### src/rtl/uart_fifo_controller_if.sv
// Host/UART-side signal bundle for uart_fifo_controller.
// The controller uses the slave modport; the host or bench uses the master modport.
interface uart_fifo_controller_if #(
    parameter int unsigned TX_DEPTH = 16,
    parameter int unsigned RX_DEPTH = 16
);
    logic [7:0]                     tx_data;
    logic                           tx_valid;
    logic                           tx_ready;
    logic [7:0]                     rx_data;
    logic                           rx_valid;
    logic                           rx_ready;
    logic [$clog2(TX_DEPTH+1)-1:0]  tx_count;
    logic [$clog2(RX_DEPTH+1)-1:0]  rx_count;
    logic                           bus_req;
    logic                           bus_gnt;
    logic                           uart_rdn;
    logic                           uart_wrn;
    logic                           uart_dataready;
    logic                           uart_tbre;
    logic                           uart_tsre;
    logic [7:0]                     uart_data_i;
    logic [7:0]                     uart_data_o;
    logic                           uart_data_oe;

    modport master (
        output tx_data, tx_valid, rx_ready, bus_gnt, uart_dataready, uart_tbre, uart_tsre,
               uart_data_i,
        input  tx_ready, rx_data, rx_valid, tx_count, rx_count, bus_req, uart_rdn, uart_wrn,
               uart_data_o, uart_data_oe
    );

    modport slave (
        input  tx_data, tx_valid, rx_ready, bus_gnt, uart_dataready, uart_tbre, uart_tsre,
               uart_data_i,
        output tx_ready, rx_data, rx_valid, tx_count, rx_count, bus_req, uart_rdn, uart_wrn,
               uart_data_o, uart_data_oe
    );
endinterface

### src/rtl/uart_fifo_controller.sv
// Buffered CPLD UART controller: TX/RX FIFOs, timed rdn/wrn strobes and a
// bus_req/bus_gnt handshake for the data lines shared with BaseRam.
module uart_fifo_controller #(
    parameter int unsigned TX_DEPTH      = 16,
    parameter int unsigned RX_DEPTH      = 16,
    parameter int unsigned STROBE_CYCLES = 2
) (
    input  logic            clk,
    input  logic            rst,
    uart_fifo_controller_if.slave bus
);
    localparam int unsigned TxAw = $clog2(TX_DEPTH);
    localparam int unsigned RxAw = $clog2(RX_DEPTH);
    localparam int unsigned TxCw = $clog2(TX_DEPTH + 1);
    localparam int unsigned RxCw = $clog2(RX_DEPTH + 1);
    localparam int unsigned StbW = (STROBE_CYCLES > 1) ? $clog2(STROBE_CYCLES) : 1;
    localparam logic [TxCw-1:0] TxFull  = TxCw'(TX_DEPTH);
    localparam logic [RxCw-1:0] RxFull  = RxCw'(RX_DEPTH);
    localparam logic [StbW-1:0] StbLast = StbW'(STROBE_CYCLES - 1);

    typedef enum logic [2:0] {
        StIdle,
        StRdStrobe,
        StRdRecover,
        StWrSetup,
        StWrStrobe,
        StWrHold,
        StWrWaitTbre,
        StWrWaitTsre
    } state_e;

    logic [7:0]      tx_mem [TX_DEPTH];
    logic [TxAw-1:0] tx_wr_q, tx_rd_q;
    logic [TxCw-1:0] tx_cnt_q;
    logic [7:0]      rx_mem [RX_DEPTH];
    logic [RxAw-1:0] rx_wr_q, rx_rd_q;
    logic [RxCw-1:0] rx_cnt_q;

    state_e          state_q;
    logic [StbW-1:0] stb_cnt_q;
    logic            rdn_q, wrn_q, oe_q;
    logic [7:0]      data_o_q;

    logic tx_push, tx_pop, rx_push, rx_pop, rd_start, wr_start;

    // A full RX FIFO leaves dataready pending rather than losing the byte.
    assign rd_start = bus.uart_dataready && (rx_cnt_q != RxFull);
    assign wr_start = !rd_start && (tx_cnt_q != '0);
    assign tx_push  = bus.tx_valid && (tx_cnt_q != TxFull);
    assign tx_pop   = (state_q == StIdle) && bus.bus_gnt && wr_start;
    assign rx_push  = (state_q == StRdStrobe) && (stb_cnt_q == StbLast);
    assign rx_pop   = bus.rx_ready && (rx_cnt_q != '0);

    assign bus.tx_ready     = (tx_cnt_q != TxFull);
    assign bus.tx_count     = tx_cnt_q;
    assign bus.rx_valid     = (rx_cnt_q != '0);
    assign bus.rx_data      = rx_mem[rx_rd_q];
    assign bus.rx_count     = rx_cnt_q;
    assign bus.uart_rdn     = rdn_q;
    assign bus.uart_wrn     = wrn_q;
    assign bus.uart_data_oe = oe_q;
    assign bus.uart_data_o  = data_o_q;
    assign bus.bus_req      = !rst && ((state_q != StIdle) || rd_start || (tx_cnt_q != '0));

    always_ff @(posedge clk) begin
        if (tx_push) tx_mem[tx_wr_q] <= bus.tx_data;
        if (rx_push) rx_mem[rx_wr_q] <= bus.uart_data_i;
    end

    always_ff @(posedge clk or posedge rst) begin
        if (rst) begin
            tx_wr_q  <= '0;
            tx_rd_q  <= '0;
            tx_cnt_q <= '0;
            rx_wr_q  <= '0;
            rx_rd_q  <= '0;
            rx_cnt_q <= '0;
        end else begin
            if (tx_push) tx_wr_q <= tx_wr_q + TxAw'(1);
            if (tx_pop)  tx_rd_q <= tx_rd_q + TxAw'(1);
            if (rx_push) rx_wr_q <= rx_wr_q + RxAw'(1);
            if (rx_pop)  rx_rd_q <= rx_rd_q + RxAw'(1);
            tx_cnt_q <= tx_cnt_q + TxCw'(tx_push) - TxCw'(tx_pop);
            rx_cnt_q <= rx_cnt_q + RxCw'(rx_push) - RxCw'(rx_pop);
        end
    end

    always_ff @(posedge clk or posedge rst) begin
        if (rst) begin
            state_q   <= StIdle;
            stb_cnt_q <= '0;
            rdn_q     <= 1'b1;
            wrn_q     <= 1'b1;
            oe_q      <= 1'b0;
            data_o_q  <= 8'h00;
        end else begin
            case (state_q)
                StIdle: begin
                    if (bus.bus_gnt) begin
                        if (rd_start) begin
                            state_q   <= StRdStrobe;
                            rdn_q     <= 1'b0;
                            stb_cnt_q <= '0;
                        end else if (wr_start) begin
                            state_q  <= StWrSetup;
                            data_o_q <= tx_mem[tx_rd_q];
                            oe_q     <= 1'b1;
                        end
                    end
                end
                StRdStrobe: begin
                    if (stb_cnt_q == StbLast) begin
                        rdn_q   <= 1'b1;
                        state_q <= StRdRecover;
                    end else begin
                        stb_cnt_q <= stb_cnt_q + StbW'(1);
                    end
                end
                StRdRecover: state_q <= StIdle;
                StWrSetup: begin
                    state_q   <= StWrStrobe;
                    wrn_q     <= 1'b0;
                    stb_cnt_q <= '0;
                end
                StWrStrobe: begin
                    if (stb_cnt_q == StbLast) begin
                        wrn_q   <= 1'b1;
                        state_q <= StWrHold;
                    end else begin
                        stb_cnt_q <= stb_cnt_q + StbW'(1);
                    end
                end
                StWrHold: begin
                    oe_q    <= 1'b0;
                    state_q <= StWrWaitTbre;
                end
                StWrWaitTbre: if (bus.uart_tbre) state_q <= StWrWaitTsre;
                StWrWaitTsre: if (bus.uart_tsre) state_q <= StIdle;
                default:      state_q <= StIdle;
            endcase
        end
    end
endmodule
### src/flat_wrapper.sv
// flat-port wrapper written by rule: the top's interface ports become plain ports
module uart_fifo_controller_flat 
#(
    parameter int unsigned TX_DEPTH      = 16,
    parameter int unsigned RX_DEPTH      = 16,
    parameter int unsigned STROBE_CYCLES = 2
)
  (clk, rst, bus_tx_data, bus_tx_valid, bus_rx_ready, bus_bus_gnt, bus_uart_dataready, bus_uart_tbre, bus_uart_tsre, bus_uart_data_i, bus_tx_ready, bus_rx_data, bus_rx_valid, bus_tx_count, bus_rx_count, bus_bus_req, bus_uart_rdn, bus_uart_wrn, bus_uart_data_o, bus_uart_data_oe);
  uart_fifo_controller_if #(.TX_DEPTH(TX_DEPTH), .RX_DEPTH(RX_DEPTH)) bus_i ();
  input  logic clk;
  input  logic rst;
  input wire logic [$bits(bus_i.tx_data)-1:0] bus_tx_data;
  input wire logic [$bits(bus_i.tx_valid)-1:0] bus_tx_valid;
  input wire logic [$bits(bus_i.rx_ready)-1:0] bus_rx_ready;
  input wire logic [$bits(bus_i.bus_gnt)-1:0] bus_bus_gnt;
  input wire logic [$bits(bus_i.uart_dataready)-1:0] bus_uart_dataready;
  input wire logic [$bits(bus_i.uart_tbre)-1:0] bus_uart_tbre;
  input wire logic [$bits(bus_i.uart_tsre)-1:0] bus_uart_tsre;
  input wire logic [$bits(bus_i.uart_data_i)-1:0] bus_uart_data_i;
  output wire logic [$bits(bus_i.tx_ready)-1:0] bus_tx_ready;
  output wire logic [$bits(bus_i.rx_data)-1:0] bus_rx_data;
  output wire logic [$bits(bus_i.rx_valid)-1:0] bus_rx_valid;
  output wire logic [$bits(bus_i.tx_count)-1:0] bus_tx_count;
  output wire logic [$bits(bus_i.rx_count)-1:0] bus_rx_count;
  output wire logic [$bits(bus_i.bus_req)-1:0] bus_bus_req;
  output wire logic [$bits(bus_i.uart_rdn)-1:0] bus_uart_rdn;
  output wire logic [$bits(bus_i.uart_wrn)-1:0] bus_uart_wrn;
  output wire logic [$bits(bus_i.uart_data_o)-1:0] bus_uart_data_o;
  output wire logic [$bits(bus_i.uart_data_oe)-1:0] bus_uart_data_oe;
  assign bus_i.tx_data = bus_tx_data;
  assign bus_i.tx_valid = bus_tx_valid;
  assign bus_i.rx_ready = bus_rx_ready;
  assign bus_i.bus_gnt = bus_bus_gnt;
  assign bus_i.uart_dataready = bus_uart_dataready;
  assign bus_i.uart_tbre = bus_uart_tbre;
  assign bus_i.uart_tsre = bus_uart_tsre;
  assign bus_i.uart_data_i = bus_uart_data_i;
  assign bus_tx_ready = bus_i.tx_ready;
  assign bus_rx_data = bus_i.rx_data;
  assign bus_rx_valid = bus_i.rx_valid;
  assign bus_tx_count = bus_i.tx_count;
  assign bus_rx_count = bus_i.rx_count;
  assign bus_bus_req = bus_i.bus_req;
  assign bus_uart_rdn = bus_i.uart_rdn;
  assign bus_uart_wrn = bus_i.uart_wrn;
  assign bus_uart_data_o = bus_i.uart_data_o;
  assign bus_uart_data_oe = bus_i.uart_data_oe;
  uart_fifo_controller #(.TX_DEPTH(TX_DEPTH), .RX_DEPTH(RX_DEPTH), .STROBE_CYCLES(STROBE_CYCLES)) u_core (.clk(clk), .rst(rst), .bus(bus_i));
endmodule
### config.mk
export PLATFORM = sky130hd
export DESIGN_NAME = uart_fifo_controller_flat
export DESIGN_NICKNAME = d
export VERILOG_FILES = /design/src/rtl/uart_fifo_controller_if.sv /design/src/rtl/uart_fifo_controller.sv /design/src/flat_wrapper.sv
export SDC_FILE = /design/constraint.sdc
export NUM_CORES = 1
export LEC_CHECK = 0
export CORE_MARGIN = 1
export CORE_UTILIZATION = 53
export DETAILED_ROUTE_END_ITERATION = 10
export PLACE_DENSITY = 0.68
export REMOVE_ABC_BUFFERS = 1
export SLEW_MARGIN = 25
export SYNTH_ARGS = -nofsm -noshare
export SYNTH_HDL_FRONTEND = slang
export SYNTH_SLANG_ARGS = --single-unit
### constraint.sdc
create_clock -name clk -period 4.1 [get_ports clk]
set_input_delay 0.82 -clock clk [delete_from_list [all_inputs] [get_ports clk]]
set_output_delay 0.82 -clock clk [all_outputs]
set_load 0.1 [all_outputs]
# Word-level counts from Yosys, hierarchy flattened
# Memory sizes are Yosys's and may differ from the RTL's. A register that Yosys moved wholly into a read port is not among the register bits.
# Cells that the tools add are included.
[classes] reduce_logical=27 n_bitwise=1 n_addsub=9 eq_ne=18 muxes=23
[op_table] op="3-bit one-hot mux with 8 select lines" n=1
[op_table] op="3-bit 2-to-1 mux" n=7
[op_table] op="4-bit by 1-bit adder with 4-bit output, second input constant" n=4
[op_table] op="3-bit equality test, second input constant" n=4
[op_table] op="4-bit AND reduction" n=3
[op_table] op="1-bit 2-to-1 mux" n=11
[op_table] op="5-bit by 1-bit adder with 5-bit output" n=2
[op_table] op="5-bit != test, second input constant" n=2
[op_table] op="5-bit nonzero test" n=2
[op_table] op="5-bit by 1-bit subtractor with 5-bit output" n=2
[op_table] op="1-bit logical AND" n=8
[op_table] op="2-bit by 1-bit != test with 1-bit output, second input constant" n=4
[op_table] op="2-bit != test, second input constant" n=4
[op_table] op="3-bit by 2-bit equality test with 1-bit output, second input constant" n=2
[op_table] op="1-bit one-hot mux with 2 select lines" n=3
[op_table] op="6-bit AND reduction" n=1
[op_table] op="2-bit nonzero test" n=3
[op_table] op="3-bit nonzero test" n=2
[op_table] op="3-bit by 1-bit equality test with 1-bit output, second input constant" n=1
[op_table] op="3-bit logical NOT" n=1
[op_table] op="3-bit by 1-bit != test with 1-bit output, second input constant" n=1
[op_table] op="1-bit one-hot mux with 3 select lines" n=1
[op_table] op="3-bit AND reduction" n=1
[op_table] op="1-bit logical NOT" n=2
[op_table] op="other kinds (5)" n=6
[totals] output_inout_bits=32 ram_bits=256 mem_count=2 ff_bits=33 in_bits=24 wordCells=91
[memory_table] name="u_core.rx_mem" words=16 word_bits=8 rd=1 rd_ports_with_merged_regs=0 write_ports=1 line="uart_fifo_controller.sv:35" rtl="logic [7:0] rx_mem [RX_DEPTH];"
[memory_table] name="u_core.tx_mem" words=16 word_bits=8 rd=1 rd_ports_with_merged_regs=1 write_ports=1 line="uart_fifo_controller.sv:32" rtl="logic [7:0] tx_mem [TX_DEPTH];"

# Logic depth before layout (Yosys ltp)
[logic_depth] ltp_word=8 depth_mapped=14 ltp_nobuf=13

# Worst setup path before layout
# Ideal clock, no wire load.
[synth_path] path_type="register -> output" start="reg u_core.tx_cnt_q[2] (netlist: u_core.bus.tx_count[2])" end="out bus_bus_req" required_ps=3280 slack_ps=27 arrival_time_ps=3253 stages_incl_launch_ff=6 path_cell_list="dfrtp_1 -> inv_1 -> ha_1 -> nor4b_2 -> a21boi_0 -> a31oi_1"
[synth_between] elab_chain_cells=3
[synth_lines] element="from (decl)" line="uart_fifo_controller.sv:34" rtl="logic [TxCw-1:0] tx_cnt_q;"
[synth_lines] element="from (signal assigned)" line="uart_fifo_controller.sv:83" rtl="tx_cnt_q <= tx_cnt_q + TxCw'(tx_push) - TxCw'(tx_pop);"
[synth_lines] element="5-bit nonzero test" line="uart_fifo_controller.sv:63" rtl="assign bus.bus_req = !rst && ((state_q != StIdle) || rd_start || (tx_cnt_q != '0));"
[synth_lines] element="1-bit logical OR" line="uart_fifo_controller.sv:63"
[synth_lines] element="1-bit logical AND" line="uart_fifo_controller.sv:63"
[synth_lines] element="to (decl)" line="flat_wrapper.sv:25" rtl="output wire logic [$bits(bus_i.bus_req)-1:0] bus_bus_req;"
# Every way passes these cells.

# Worst setup path in the final report
[layout_path] start="reg u_core.rx_rd_q[0]" end="out bus_rx_data[5]"
[layout_between] elab_chain_cells=1
[layout_lines] element="from (decl)" line="uart_fifo_controller.sv:36" rtl="logic [RxAw-1:0] rx_wr_q, rx_rd_q;"
[layout_lines] element="from (signal assigned)" line="uart_fifo_controller.sv:82" rtl="if (rx_pop) rx_rd_q <= rx_rd_q + RxAw'(1);"
[layout_lines] element="memory 16 x 8 bit"
[layout_lines] element="to (decl)" line="flat_wrapper.sv:21" rtl="output wire logic [$bits(bus_i.rx_data)-1:0] bus_rx_data;"
# Every way passes these cells.

==> impl_results.md <==
* Die H at 153.4 µm
* CTS tree: yes
* Yosys reg bits at 297
* CTS Buffer Depth at 3
* First-pass GRT wire length at between 30000 and 40000 µm
* Min Hold Slack at slightly above 0.5 ns
* Top Metal Used: met4
* Layout cells sized above 1 at 18.32%
* Vias in the first global route at around 6000
* Ranking of synthesized cells by area: edfxtp_1, mux4_2, dfrtp_1, mux4_1, ha_1
* Final Hold Viols at 0
* Ys Warns at 0
* Netlist area before placement at about 12000 µm²
* Routed len/inst at approximately 22 µm
* Async SR Flop Fraction at 13.80%
* Worst R2R Setup Slack at between 1 and 1.5 ns
* Power per cell area at 735.2 nW/µm²
* RSZ-0062 raised after global routing: false
* Post-Route M1 WL at roughly 9000 µm
* CTS buffer count at 30
* Number of synthesized flops with an enable pin at about 260
* Total power at 0.01020 W
* Port buffer count at between 50 and 60
* Nets at 731
* GRT Resource Usage Total at 18.95%
* Core region area at 22570 µm²
* Num ports at 56
* Post-DP Area at 12960 µm²
* Max-slew headroom at 33.37%
* Yosys top cell by area: edfxtp_1
* Fin cells at around 1000
* Post-synth top cells: edfxtp_1, mux4_2, dfrtp_1
* Most numerous cell in the Yosys netlist: edfxtp_1
* Area Overhead vs Synth at 14.11%
* Reg clk slew, reported paths at 0.06 ns
* MaxCap Viol Count at 0
* Initial core utilization at 53.85%
* Metal2 WL at 11200 µm
* Clk root buf: clkbuf_16
* Crit Path Max Fanout at 20
* Worst min path class: reg -> reg
* Fin crit period at around 3.6 ns
* DRC viols at 0
* Pin count of the biggest net entering global routing at 42
* Hold Crit Depth at 2
* Vias at roughly 5700
* Synth cell types at 48
* Status: finished clean
* Post-synth top flop: edfxtp_1
* Syn Inst Count at 616
* Crit path arrival time at 2.80 ns
* Yosys top cell area share at 63.24%
* Average cell area after synthesis at approximately 20 µm²
* Final Skew at 0.02960 ns
* Placer congestion estimate at 0.7530
* Setup Buffers After CTS at 0
* CTS sink count at 297
* Vias per inst at 5.783
* Worst-case reg-to-reg path depth at 13
* Post-detail-place hpwl at 14280 µm
* Placed Instances at about 940
* Detailed Route Iter0 Violations at 324
* # rows at 55
* Worst Path Class, Setup: reg -> out
* Total negative slack at 0 ns
* Sequential-to-total area share from yosys stat at a little under three quarters
* Die Area at ~24000 µm²
* Routed Antenna Nets at 0
* Final max-slew violation count at 0
* Critical Path RT at between 3 and 4 ns
* Worst-Skew Late Latency at approximately 0.56 ns
* Drt pass-1 iters at 6
* Final WL at 21270 µm
* Worst slew pin tran at 0.9963 ns
* F_max at 276.6 MHz
* Peak VDD IR at 0.0006151 V
* # H-tree levels at 1
* Hold_buf cts at 0
* Initial antenna violation count at 0
* Final instance area at 13870 µm²
* Startpoint Class: flop
* CTS resizes at 0
* Leak at about 4.7 nW
* Die W at 153.4 µm
* Met3 wire len at 737 µm
* Worst setup EP type: primary output
* Antenna cells at 0
* Fill count at 1606
* Aggregate global routing overflow at 0
* Period utilization at between 80% and 90%
* Final setup fails at 0
[cells by family (layout without fill, tap and decap cells)]
kind of cell / after synthesis / count (layout) / synth area share [%]
compound gates: 48 / 48 / 3.222
xor+xnor: 21 / 21 / 1.513
fa+ha+maj: 24 / 24 / 2.594
buf+inv: 62 / 150 / 2.450
flops: 297 / 297 / 71.70
mux: 83 / 83 / 15.02
simple gates: 81 / 81 / 3.500
[registers in the layout, summed over array words and instances, names as in the netlist]
| register | cells |
|---|---|
| u_core.stb_cnt_q | 1 |
| u_core.bus.uart_wrn | 1 |
| u_core.bus.uart_data_oe | 1 |
| u_core.bus.uart_rdn | 1 |
| u_core.tx_mem | 128 |
| u_core.rx_mem | 128 |
| u_core.bus.tx_count | 5 |
| u_core.rx_wr_q | 4 |
| u_core.bus.rx_count | 5 |
| u_core.bus.uart_data_o | 8 |
| u_core.tx_wr_q | 4 |
| u_core.tx_rd_q | 4 |
| u_core.state_q | 3 |
| u_core.rx_rd_q | 4 |
[final cells by class]
type	count	area, µm²	share of cell area, %
sequential	297	8718	62.85
clock buffer	44	823.3	5.935
clock inverter	9	83.83	0.6044
inverter	29	108.9	0.7848
multi-input combinational	257	3142	22.65
tap	285	356.6	2.571
timing repair buffer	68	638.1	4.600
[layout by cell type, fill, tap and decap left out, types with 5 or more instances in the layout]
cell             count
clkbuf_1            12
a221oi_2             8
clkdlybuf4s50_1     46
dfrtp_1             37
nand2_1             13
nor2_1              28
o21ai_0              7
nor3_1               9
edfxtp_1           256
mux4_2              48
ha_1                22
o22ai_1              9
mux2i_1              8
clkbuf_16           30
a21oi_1              9
mux4_1              24
and2_1              11
inv_1               28
buf_4               21
xor2_1               6
xnor2_1             15
clkinv_1             5
nand4_1              5
[metal layers]
metal / vias up / track usage (%)
li1: 2608 / -
met1: 2954 / 24.63
met2: 124 / 33.70
met3: 33 / 2.779
met4: 0 / 4.762
met5: - / 0
[worst max-delay path: stages (launching register included)]
cell	delay [ns]
dfrtp_2	0.69
buf_12	0.26
mux4_1	0.58
mux4_2	0.48
buf_4	0.25
[report_power, final]
| part | switching (W) | internal (W) |
|---|---|---|
| Clock | 0.00106 | 0.00145 |
| Sequential | 0.000402 | 0.00366 |
| Combinational | 0.00238 | 0.00125 |
| Total | 0.00384 | 0.00636 |
[final timing paths]
kind	from	end
hold reg to reg	u_core.bus.uart_wrn	u_core.bus.uart_wrn
setup / recovery	u_core.rx_rd_q[0]	bus_rx_data[5]
hold / removal	u_core.bus.uart_wrn	u_core.bus.uart_wrn
max in group asynchronous	rst	u_core.rx_rd_q[0]
min in group asynchronous	rst	u_core.bus.tx_count[0]
setup reg to reg	u_core.bus.rx_count[2]	u_core.bus.rx_count[4]
[stage by stage]
stage / setup WS (ns) / util (%)
final: 0.4841 / 61.45
after global routing: 0.3777 / 61.45
after CTS: 0.4261 / 61.45
after detailed placement: 0.6081 / 57.43
after global placement: 0.7048 / 57.43
after floorplan: 0.02660 / -
Power figures use the tool's default switching activity.
